===== config.mk =====
export PLATFORM = sky130hd
export DESIGN_NAME = instr_fetch_unit
export DESIGN_NICKNAME = d
export VERILOG_FILES = /design/src/rtl/instr_fetch_unit_pkg.sv /design/src/rtl/instr_fetch_unit_wait_timer.sv /design/src/rtl/instr_fetch_unit.sv
export SDC_FILE = /design/constraint.sdc
export NUM_CORES = 1
export LEC_CHECK = 0
export ABC_AREA = 1
export CAP_MARGIN = 20
export CELL_PAD_IN_SITES_DETAIL_PLACEMENT = 1
export CELL_PAD_IN_SITES_GLOBAL_PLACEMENT = 1
export CORE_MARGIN = 3
export CORE_UTILIZATION = 50
export CTS_CLUSTER_SIZE = 40
export DETAILED_ROUTE_END_ITERATION = 7
export DONT_BUFFER_PORTS = 1
export GPL_ROUTABILITY_DRIVEN = 0
export GPL_TIMING_DRIVEN = 0
export PLACE_DENSITY = 0.94
export SYNTH_ARGS = -nofsm -noshare
export SYNTH_HDL_FRONTEND = slang
export SYNTH_SLANG_ARGS = --single-unit

===== constraint.sdc =====
create_clock -name i_clk -period 3.34 [get_ports i_clk]
set_input_delay 1.002 -clock i_clk [delete_from_list [all_inputs] [get_ports i_clk]]
set_output_delay 1.002 -clock i_clk [all_outputs]
set_load 0.005 [all_outputs]

===== src/rtl/instr_fetch_unit_pkg.sv =====
// -----------------------------------------------------------------------------
// instr_fetch_unit_pkg
//   Shared definitions for the instruction fetch unit: FSM state encodings,
//   default address width, instruction width and the byte-assembly helper.
//   No ports.
// -----------------------------------------------------------------------------
package instr_fetch_unit_pkg;

  localparam int IFU_ADDR_W_DEF = 16;
  localparam int IFU_INSTR_W    = 16;

  typedef enum logic [2:0] {
    ST_IDLE  = 3'd0,
    ST_LO    = 3'd1,
    ST_HI    = 3'd2,
    ST_DONE  = 3'd3,
    ST_FAULT = 3'd4
  } ifu_state_e;

  // Little-endian: the first byte fetched is the low byte.
  function automatic logic [IFU_INSTR_W-1:0] ifu_assemble(input logic [7:0] hi_byte,
                                                          input logic [7:0] lo_byte);
    return {hi_byte, lo_byte};
  endfunction

endpackage


===== src/rtl/instr_fetch_unit_wait_timer.sv =====
// -----------------------------------------------------------------------------
// ifu_wait_timer
//   Counts consecutive memory wait cycles of one beat and flags the cycle in
//   which the TIMEOUT_CYCLES-th wait occurs. TIMEOUT_CYCLES = 0 disables it.
// Ports
//   i_clk      system clock
//   i_rst_n    asynchronous active-low reset
//   i_clear    restart the count (beat done, new state, no request)
//   i_enable   this cycle is a wait cycle (mem_req && !mem_ready)
//   o_expired  this wait cycle is the last one allowed
// -----------------------------------------------------------------------------
module ifu_wait_timer #(
  parameter int TIMEOUT_CYCLES = 255
) (
  input  logic i_clk,
  input  logic i_rst_n,
  input  logic i_clear,
  input  logic i_enable,
  output logic o_expired
);

  localparam int CNT_W = (TIMEOUT_CYCLES < 2) ? 1 : $clog2(TIMEOUT_CYCLES);
  localparam logic [CNT_W-1:0] LAST_CNT =
    CNT_W'((TIMEOUT_CYCLES > 0) ? TIMEOUT_CYCLES - 1 : 0);
  localparam logic TMR_ON = (TIMEOUT_CYCLES != 0);

  logic [CNT_W-1:0] r_cnt;

  always_ff @(posedge i_clk or negedge i_rst_n) begin
    if (!i_rst_n) begin
      r_cnt <= '0;
    end else if (i_clear) begin
      r_cnt <= '0;
    end else if (TMR_ON && i_enable && (r_cnt != LAST_CNT)) begin
      r_cnt <= r_cnt + 1'b1;
    end
  end

  // Fires on the wait cycle that would be count TIMEOUT_CYCLES, so the FSM
  // leaves for FAULT right after exactly TIMEOUT_CYCLES wait cycles.
  assign o_expired = TMR_ON && i_enable && (r_cnt == LAST_CNT);

endmodule


===== src/rtl/instr_fetch_unit.sv =====
// -----------------------------------------------------------------------------
// instr_fetch_unit
//   Fetches a 16-bit little-endian instruction as two byte beats from a
//   byte-wide ready-handshake memory, holds it with a valid flag, flushes on
//   branches and enters a sticky FAULT state if a beat waits too long.
//   Optional feature macro: IFU_PREFETCH_EN (speculative fetch of base+2 into
//   a one-entry prefetch buffer while the current instruction is held).
//
//   state | meaning
//   IDLE  | no instruction held or in flight
//   LO    | low-byte beat at base (or prefetch address when speculative)
//   HI    | high-byte beat at base+1
//   DONE  | instruction held valid
//   FAULT | memory timeout, terminal until reset
//
// Ports
//   i_clk, i_rst_n        clock, asynchronous active-low reset
//   i_fetch_req/_addr     fetch request and PC (sampled when !o_stall)
//   i_flush               abort in-flight fetch
//   o_instr/_valid        assembled instruction and valid flag
//   o_stall               fetch in progress, requests ignored
//   o_mem_req/_addr       memory read request and byte address
//   i_mem_rdata/_ready    memory read data and beat-complete strobe
//   o_fetch_fault         sticky timeout fault
// -----------------------------------------------------------------------------
module instr_fetch_unit
  import instr_fetch_unit_pkg::*;
#(
  parameter int ADDR_W         = IFU_ADDR_W_DEF,
  parameter int TIMEOUT_CYCLES = 255
) (
  input  logic                   i_clk,
  input  logic                   i_rst_n,
  input  logic                   i_fetch_req,
  input  logic [ADDR_W-1:0]      i_fetch_addr,
  input  logic                   i_flush,
  output logic [IFU_INSTR_W-1:0] o_instr,
  output logic                   o_instr_valid,
  output logic                   o_stall,
  output logic                   o_mem_req,
  output logic [ADDR_W-1:0]      o_mem_addr,
  input  logic [7:0]             i_mem_rdata,
  input  logic                   i_mem_ready,
  output logic                   o_fetch_fault
);

  ifu_state_e             r_state, w_state_nxt;
  logic [ADDR_W-1:0]      r_base, w_base_nxt;
  logic [7:0]             r_lo, w_lo_nxt;
  logic [IFU_INSTR_W-1:0] r_instr, w_instr_nxt;
  logic                   r_instr_valid, w_valid_nxt;
  logic                   w_restart;
  logic                   w_expired;
  logic                   w_tmr_clr;
  logic                   w_tmr_en;
  logic [ADDR_W-1:0]      w_cur_addr;
  logic                   w_beat_state;

  assign w_beat_state = (r_state == ST_LO) || (r_state == ST_HI);

`ifdef IFU_PREFETCH_EN
  logic                   r_spec, w_spec_nxt;
  logic                   r_pend, w_pend_nxt;
  logic [ADDR_W-1:0]      r_pend_addr, w_pend_addr_nxt;
  logic                   r_pf_valid, w_pf_valid_nxt;
  logic [ADDR_W-1:0]      r_pf_addr, w_pf_addr_nxt;
  logic [IFU_INSTR_W-1:0] r_pf_data, w_pf_data_nxt;
  logic                   w_dem_req;
  logic [ADDR_W-1:0]      w_dem_addr;

  // A demand that arrived during a speculative beat is serviced from DONE.
  assign w_dem_req  = r_pend || i_fetch_req;
  assign w_dem_addr = r_pend ? r_pend_addr : i_fetch_addr;
  assign w_cur_addr = r_spec ? r_pf_addr : r_base;
  assign o_stall    = (r_state == ST_FAULT) ||
                      (w_beat_state && (!r_spec || r_pend)) ||
                      ((r_state == ST_DONE) && r_pend);
`else
  assign w_cur_addr = r_base;
  assign o_stall    = w_beat_state || (r_state == ST_FAULT);
`endif

  assign o_mem_req     = w_beat_state;
  assign o_mem_addr    = (r_state == ST_HI) ? (w_cur_addr + ADDR_W'(1)) : w_cur_addr;
  assign o_instr       = r_instr;
  assign o_instr_valid = r_instr_valid;
  assign o_fetch_fault = (r_state == ST_FAULT);

  assign w_tmr_en  = o_mem_req && !i_mem_ready;
  assign w_tmr_clr = w_restart || (w_state_nxt != r_state) || !o_mem_req || i_mem_ready;

  ifu_wait_timer #(
    .TIMEOUT_CYCLES (TIMEOUT_CYCLES)
  ) u_wait_timer (
    .i_clk     (i_clk),
    .i_rst_n   (i_rst_n),
    .i_clear   (w_tmr_clr),
    .i_enable  (w_tmr_en),
    .o_expired (w_expired)
  );

  always_comb begin
    w_state_nxt = r_state;
    w_base_nxt  = r_base;
    w_lo_nxt    = r_lo;
    w_instr_nxt = r_instr;
    w_valid_nxt = r_instr_valid;
    w_restart   = 1'b0;
`ifdef IFU_PREFETCH_EN
    w_spec_nxt      = r_spec;
    w_pend_nxt      = r_pend;
    w_pend_addr_nxt = r_pend_addr;
    w_pf_valid_nxt  = r_pf_valid;
    w_pf_addr_nxt   = r_pf_addr;
    w_pf_data_nxt   = r_pf_data;
    case (r_state)
      ST_IDLE: begin
        if (i_flush) begin
          w_valid_nxt = 1'b0;
        end
        if (i_fetch_req) begin
          w_base_nxt  = i_fetch_addr;
          w_valid_nxt = 1'b0;
          w_state_nxt = ST_LO;
          w_restart   = 1'b1;
        end
      end
      ST_DONE: begin
        if (i_flush) begin
          w_valid_nxt    = 1'b0;
          w_pf_valid_nxt = 1'b0;
          w_pend_nxt     = 1'b0;
          w_state_nxt    = ST_IDLE;
          if (i_fetch_req) begin
            w_base_nxt  = i_fetch_addr;
            w_state_nxt = ST_LO;
            w_restart   = 1'b1;
          end
        end else if (w_dem_req) begin
          w_pend_nxt     = 1'b0;
          w_pf_valid_nxt = 1'b0;
          w_base_nxt     = w_dem_addr;
          if (r_pf_valid && (w_dem_addr == r_pf_addr)) begin
            w_instr_nxt = r_pf_data;
            w_valid_nxt = 1'b1;
          end else begin
            w_valid_nxt = 1'b0;
            w_state_nxt = ST_LO;
            w_restart   = 1'b1;
          end
        end else if (!r_pf_valid) begin
          w_spec_nxt    = 1'b1;
          w_pf_addr_nxt = r_base + ADDR_W'(2);
          w_state_nxt   = ST_LO;
          w_restart     = 1'b1;
        end
      end
      ST_LO, ST_HI: begin
        if (i_flush) begin
          w_valid_nxt    = 1'b0;
          w_pf_valid_nxt = 1'b0;
          w_spec_nxt     = 1'b0;
          w_pend_nxt     = 1'b0;
          w_state_nxt    = ST_IDLE;
          w_restart      = 1'b1;
          if (i_fetch_req) begin
            w_base_nxt  = i_fetch_addr;
            w_state_nxt = ST_LO;
          end
        end else begin
          if (r_spec && !r_pend && i_fetch_req) begin
            w_pend_nxt      = 1'b1;
            w_pend_addr_nxt = i_fetch_addr;
          end
          if (i_mem_ready) begin
            if (r_state == ST_LO) begin
              if (r_spec && r_pend && (r_pend_addr != r_pf_addr)) begin
                // Pending demand misses the prefetch: abandon it after this beat.
                w_spec_nxt     = 1'b0;
                w_pend_nxt     = 1'b0;
                w_pf_valid_nxt = 1'b0;
                w_base_nxt     = r_pend_addr;
                w_valid_nxt    = 1'b0;
                w_restart      = 1'b1;
              end else begin
                w_lo_nxt    = i_mem_rdata;
                w_state_nxt = ST_HI;
              end
            end else if (r_spec) begin
              w_pf_data_nxt  = ifu_assemble(i_mem_rdata, r_lo);
              w_pf_valid_nxt = 1'b1;
              w_spec_nxt     = 1'b0;
              w_state_nxt    = ST_DONE;
            end else begin
              w_instr_nxt = ifu_assemble(i_mem_rdata, r_lo);
              w_valid_nxt = 1'b1;
              w_state_nxt = ST_DONE;
            end
          end else if (w_expired) begin
            w_valid_nxt    = 1'b0;
            w_spec_nxt     = 1'b0;
            w_pend_nxt     = 1'b0;
            w_pf_valid_nxt = 1'b0;
            w_state_nxt    = ST_FAULT;
          end
        end
      end
      ST_FAULT: ;
      default: w_state_nxt = ST_IDLE;
    endcase
`else
    case (r_state)
      ST_IDLE, ST_DONE: begin
        if (i_flush) begin
          w_valid_nxt = 1'b0;
          w_state_nxt = ST_IDLE;
        end
        if (i_fetch_req) begin
          w_base_nxt  = i_fetch_addr;
          w_valid_nxt = 1'b0;
          w_state_nxt = ST_LO;
          w_restart   = 1'b1;
        end
      end
      ST_LO, ST_HI: begin
        // Flush wins over mem_ready in the same cycle; the beat is dropped.
        if (i_flush) begin
          w_valid_nxt = 1'b0;
          w_state_nxt = ST_IDLE;
          w_restart   = 1'b1;
          if (i_fetch_req) begin
            w_base_nxt  = i_fetch_addr;
            w_state_nxt = ST_LO;
          end
        end else if (i_mem_ready) begin
          if (r_state == ST_LO) begin
            w_lo_nxt    = i_mem_rdata;
            w_state_nxt = ST_HI;
          end else begin
            w_instr_nxt = ifu_assemble(i_mem_rdata, r_lo);
            w_valid_nxt = 1'b1;
            w_state_nxt = ST_DONE;
          end
        end else if (w_expired) begin
          w_valid_nxt = 1'b0;
          w_state_nxt = ST_FAULT;
        end
      end
      ST_FAULT: ;
      default: w_state_nxt = ST_IDLE;
    endcase
`endif
  end

  always_ff @(posedge i_clk or negedge i_rst_n) begin
    if (!i_rst_n) begin
      r_state       <= ST_IDLE;
      r_base        <= '0;
      r_lo          <= '0;
      r_instr       <= '0;
      r_instr_valid <= 1'b0;
    end else begin
      r_state       <= w_state_nxt;
      r_base        <= w_base_nxt;
      r_lo          <= w_lo_nxt;
      r_instr       <= w_instr_nxt;
      r_instr_valid <= w_valid_nxt;
    end
  end

`ifdef IFU_PREFETCH_EN
  always_ff @(posedge i_clk or negedge i_rst_n) begin
    if (!i_rst_n) begin
      r_spec      <= 1'b0;
      r_pend      <= 1'b0;
      r_pend_addr <= '0;
      r_pf_valid  <= 1'b0;
      r_pf_addr   <= '0;
      r_pf_data   <= '0;
    end else begin
      r_spec      <= w_spec_nxt;
      r_pend      <= w_pend_nxt;
      r_pend_addr <= w_pend_addr_nxt;
      r_pf_valid  <= w_pf_valid_nxt;
      r_pf_addr   <= w_pf_addr_nxt;
      r_pf_data   <= w_pf_data_nxt;
    end
  end
`endif

endmodule

---- Yosys cells after proc, flatten, opt, wreduce, memory -nomap -nowiden ----
Cells that the tools add are included.
operators by class
  add/sub/neg operators ................... 2
  equal/unequal tests ..................... 11
  mux-type cells .......................... 24
  bitwise logic cells ..................... 2
  reductions and logical operators ........ 19
operator list
  operator               count
  $mux 16                3
  $pmux 16 s2            1
  $add 16x1->16 const B  1
  $mux 8                 2
  $mux 3                 5
  $reduce_and 4->1       3
  $mux 1                 10
  $pmux 3 s3             1
  $add 8x1->8 const B    1
  $eq 8x8->1 const B     1
  $ne 8x8->1 const B     1
  $eq 3x2->1 const B     2
  $logic_or 1x1->1       5
  $ne 4x3->1 const B     1
  $ne 4x4->1 const B     1
  $pmux 1 s2             2
  $reduce_bool 2->1      2
  $reduce_or 2->1        2
  $eq 3x1->1 const B     1
  $eq 3x3->1 const B     1
  $logic_and 1x1->1      3
  $logic_not 3->1        1
  $ne 3x3->1             1
  $ne 3x3->1 const B     1
  4 further kinds        6
storage, ports and cells
  flip-flop bits (word level) ............. 52
  input bits .............................. 29
  output and inout port bits .............. 36

---- Longest topological paths before layout ----
  depth after elaboration ................. 13
  gate-level depth with buffers ........... 9
  depth with buffers taken out ............ 9

---- By module ----
From an unflattened synthesis, not the netlist that was laid out.
unflattened totals
  cells, all modules ...................... 361
  area total of the unflattened synthesis .. 2,767.7 um^2
modules (own cells, without submodules)
  module            instances  cells an instance  area an instance (um^2)
  instr_fetch_unit  1          288                2,249.7
  ifu_wait_timer    1          73                 518.0

---- Least setup slack after synthesis ----
Ideal clock, no wire load.
  kind .................................... reg2out
  from .................................... register r_state[2]
  to ...................................... output o_mem_addr[11]
  arrival time ............................ 1.235 ns
  required time ........................... 2.338 ns
  slack ................................... 1.103 ns
  stages on the path, launching flop included .. 10
  buffers on the path ..................... 1
  path through ............................ dfrtp_1 inv_2 nand3_4 buf_6 nor2_8 nand2_4 nor2_8 nand2_1 nand2_1 nand2_1
between the ends
  longest elaborated chain between the ends .. 2
RTL lines
  item                      RTL line                 RTL
  start: declaration        instr_fetch_unit.sv:47   ifu_state_e r_state, w_state_nxt;
  start signal: assignment  instr_fetch_unit.sv:263  r_state <= w_state_nxt;
  $eq 3x2->1                instr_fetch_unit.sv:84   assign o_mem_addr = (r_state == ST_HI) ? (w_cur_addr + ADDR_W'(1)) : w_cur_addr;
  $mux 16                   instr_fetch_unit.sv:84
  end: declaration          instr_fetch_unit.sv:41   output logic [ADDR_W-1:0] o_mem_addr,
Every way passes these cells.

---- Final worst setup path ----
  from .................................... register r_base[2]
  to ...................................... output o_mem_addr[15]
between the ends
  longest elaborated chain between the ends .. 2
RTL lines
  item                      RTL line                 RTL
  start: declaration        instr_fetch_unit.sv:48   logic [ADDR_W-1:0] r_base, w_base_nxt;
  start signal: assignment  instr_fetch_unit.sv:264  r_base <= w_base_nxt;
  $add 16x1->16             instr_fetch_unit.sv:84
  $mux 16                   instr_fetch_unit.sv:84
Every way passes these cells.

==> reports/metrics.csv <==
stage;metric;value;unit
job;Max Cap Viol;0;
logic_synthesis;post-synthesis sequential area ratio;0.458;
final_layout;# fillers;649;
grt;gr ovfl total;0;
power;pwr dens;344;mW/mm²
final_layout;Ant. Diodes;0;
power;P_leak;1.62;nW
grt;largest net degree at the start of global routing;53;
placed_design;DP HPWL;5.53;mm
critical_path;CP cell instances;buf_2 > nand3_1 > nor3_1 > nand2_1 > nand2_1 > nand2_1 > nand2_1 > nand2_1;
final_layout;Storage cell area;0.00130;mm²
cts;post-CTS sizing;0;
grt;initial antenna violation count;0;
cts;CTS Hold Bufs;0;
final_layout;Finished Layout Cells;411;
final_layout;area delta synth->final;6.47;%
final_layout;Final nets;372;
die;row count;26;
hold_path;Hold Path Class;in2async;
timing;TNS Setup;0;ps
final_layout;share of cells above drive strength 1;0.152;
logic_synthesis;Syn Area/Cell;8.54;µm²
power;maximum vdd ir drop;0.000222;V
logic_synthesis;Syn Inst Count;333;
critical_path;Setup CP Type;reg2out;
logic_synthesis;mapped cell area;0.00284;mm²
logic_synthesis;Synth Register Bits;52;
critical_path;CP arrival;1830;ps
grt;vias in the first global route;2448;
timing;post-route minimum period;2830;ps
grt;first-pass GRT wire length;12.9;mm
placed_design;dpl cells;403;
critical_path;critical path launch point type;flop;
logic_synthesis;Mapped Nets;365;
grt;Global Route Usage Sum;0.258;
power;Net Sw Frac;0.244;
critical_path;Max stage delay cell, worst path;dfrtp_1;
power;Psw;254;µW
cts;clock latency on the worst-skew pair;320;ps
power;Reg power frac;0.604;
critical_path;Most Frequent Cell on Critical Path;nand2_1;
logic_synthesis;unique cell type count in the Yosys netlist;34;
die;Die H;81.4;µm
timing;final period utilization;0.848;
cts;CTS max path bufs;2;
power;clock group share of total power;0.383;
critical_path;Critical Path RT;2340;ps
die;Initial Util;0.536;
cts;CTS tree;yes;
detailed_routing;WL per Instance;18.9;µm
detailed_routing;initial DRC count;96;
detailed_routing;antenna viol nets, final;0;
timing;# setup viols final;0;
cts;# H-tree levels;2;
power;Int Pwr;787;µW
timing;clock skew;7.21;ps
timing;max-slew violation count;0;
logic_synthesis;Synth area leaders;dfrtp_1 (46%), nand2_1 (12%), inv_1 (5.3%);
final_layout;area of the multi-input gates;0.00131;mm²
timing;Worst-Margin Slew;427;ps
die;Ports;65;
critical_path;CP peak stage delay;360;ps
critical_path;CP endpoint kind;output port;
critical_path;CP bufs+invs;1;
detailed_routing;# DRC;0;
die;Core Footprint;0.00530;mm²
cts;Clock Sink Count;52;
power;Comb pwr share;0.013;
timing;slew margin rel.;0.713;
timing;highest clock rate;0.353;GHz
die;die width;81.4;µm
timing;final hold vios;0;
detailed_routing;vias;2282;
detailed_routing;via/cell ratio;5.55;
logic_synthesis;area share of the largest cell type after synthesis;0.458;
cts;# Post-CTS Setup Buffers;0;
placed_design;Port-buffer cells;0;
cts;clock slew at reported path FFs;110;ps
critical_path;Crit path max-delay family;simple AND/OR/NAND/NOR gates;
logic_synthesis;Synth area leader;dfrtp_1;
critical_path;crit-path max FO;7;
detailed_routing;Pre-antenna DRT Iters;4;
cts;Root Buffer;clkbuf_8;
detailed_routing;Detailed Route WL;7.78;mm
run_status;outcome;finished clean;
cts;total CTS buffers;5;
timing;RSZ-0062 raised after global routing;no;
logic_synthesis;Synthesis Warnings;0;
die;die area;0.00663;mm²
==> worst register-to-register path, stage by stage (launching register included) <==
cell and delay (ps):
dfrtp_1 400, inv_2 180, nand3_4 140, inv_4 140, nand2_4 100, buf_6 160, mux2_4 300
==> metal layers <==
layer,part of all wire,vias to the layer above,global-route usage
li1,-,1059,-
met1,0.41,1141,0.320
met2,0.52,69,0.450
met3,0.056,13,0.0559
met4,0.014,0,0.0760
met5,0,-,0
==> power by group through the flow <==
| stage | sequential [mW] | clock, mW | combinational [mW] |
|---|---|---|---|
| floorplan | 0.642 | 0 | 0.0104 |
| global placement | 0.642 | 0 | 0.0124 |
| detailed placement | 0.642 | 0 | 0.0132 |
| CTS | 0.629 | 0.400 | 0.0132 |
| global route | 0.629 | 0.424 | 0.0155 |
| finish | 0.629 | 0.400 | 0.0131 |
==> logic make-up after synthesis <==
group,after synthesis,share of synthesized area
muxes,8,0.0356
adders and majority gates,3,0.0132
xor gates and xnor gates,12,0.0396
AOI/OAI and AO/OA,37,0.0787
buffers and inverters,52,0.0836
and+or+nand+nor,169,0.292
DFF,52,0.458
==> flip-flops by register name, indices dropped and copies added, names as in the netlist <==
register / cells
o_instr: 16
r_base: 16
r_lo: 8
u_wait_timer.r_cnt: 8
r_state: 3
o_instr_valid: 1
==> metrics by stage <==
stage | hold slack (ps) | setup WS [ps] | cell area (µm²) | power (mW) | utilization
floorplan | 449 | 1100 | 2840 | 0.652 | -
global placement | 463 | 993 | 2930 | 0.654 | 0.553
detailed placement | 478 | 894 | 2930 | 0.655 | 0.553
CTS | 363 | 485 | 3030 | 1.04 | 0.571
global route | 352 | 318 | 3030 | 1.07 | 0.571
finish | 366 | 508 | 3030 | 1.04 | 0.571
==> cells in the mapped netlist, drive strengths merged <==
master	instances
ha	3
o21ai	30
nand2	98
nand3	18
a21oi	6
nor2	34
nor3b	1
a31oi	1
buf	7
and3	2
xor2	6
nor3	7
xnor2	6
nand3b	2
nand4	7
dfrtp	52
clkbuf	1
inv	44
mux2	8
==> cell type report <==
type,count,area share
Buffer,8,0.0231
Inverter,44,0.0554
Tap cell,70,0.0289
Sequential cell,52,0.430
Clock inverter,3,0.00909
Clock buffer,5,0.0227
Multi-Input combinational cell,229,0.431
==> placed cells by master (no fill, tap or decap), drive strengths merged <==
cell type and n:
nand2 98, nor2 34, nor3b 1, clkinvlp 1, nand3b 2, xor2 6, a21oi 6, and3 2
dfrtp 52, clkbuf 6, buf 7, nand3 18, inv 45, clkinv 1, nor3 7, xnor2 6
o21ai 30, a31oi 1, ha 3, mux2 8, nand4 7
==> path summary, 6_finish.rpt <==
check	start	to	slack [ps]	cells after the start
worst min-delay path	i_rst_n	r_base[13]	370	0
max in group asynchronous	i_rst_n	r_base[6]	2880	0
min in group i_clk	r_lo[3]	r_lo[3]	500	2
worst max register to register	r_state[2]	o_instr[6]	1810	6
worst max-delay path	r_base[2]	o_mem_addr[15]	510	8
worst min register to register	r_lo[3]	r_lo[3]	500	2
Note: power is estimated with default switching activity, not from simulation.
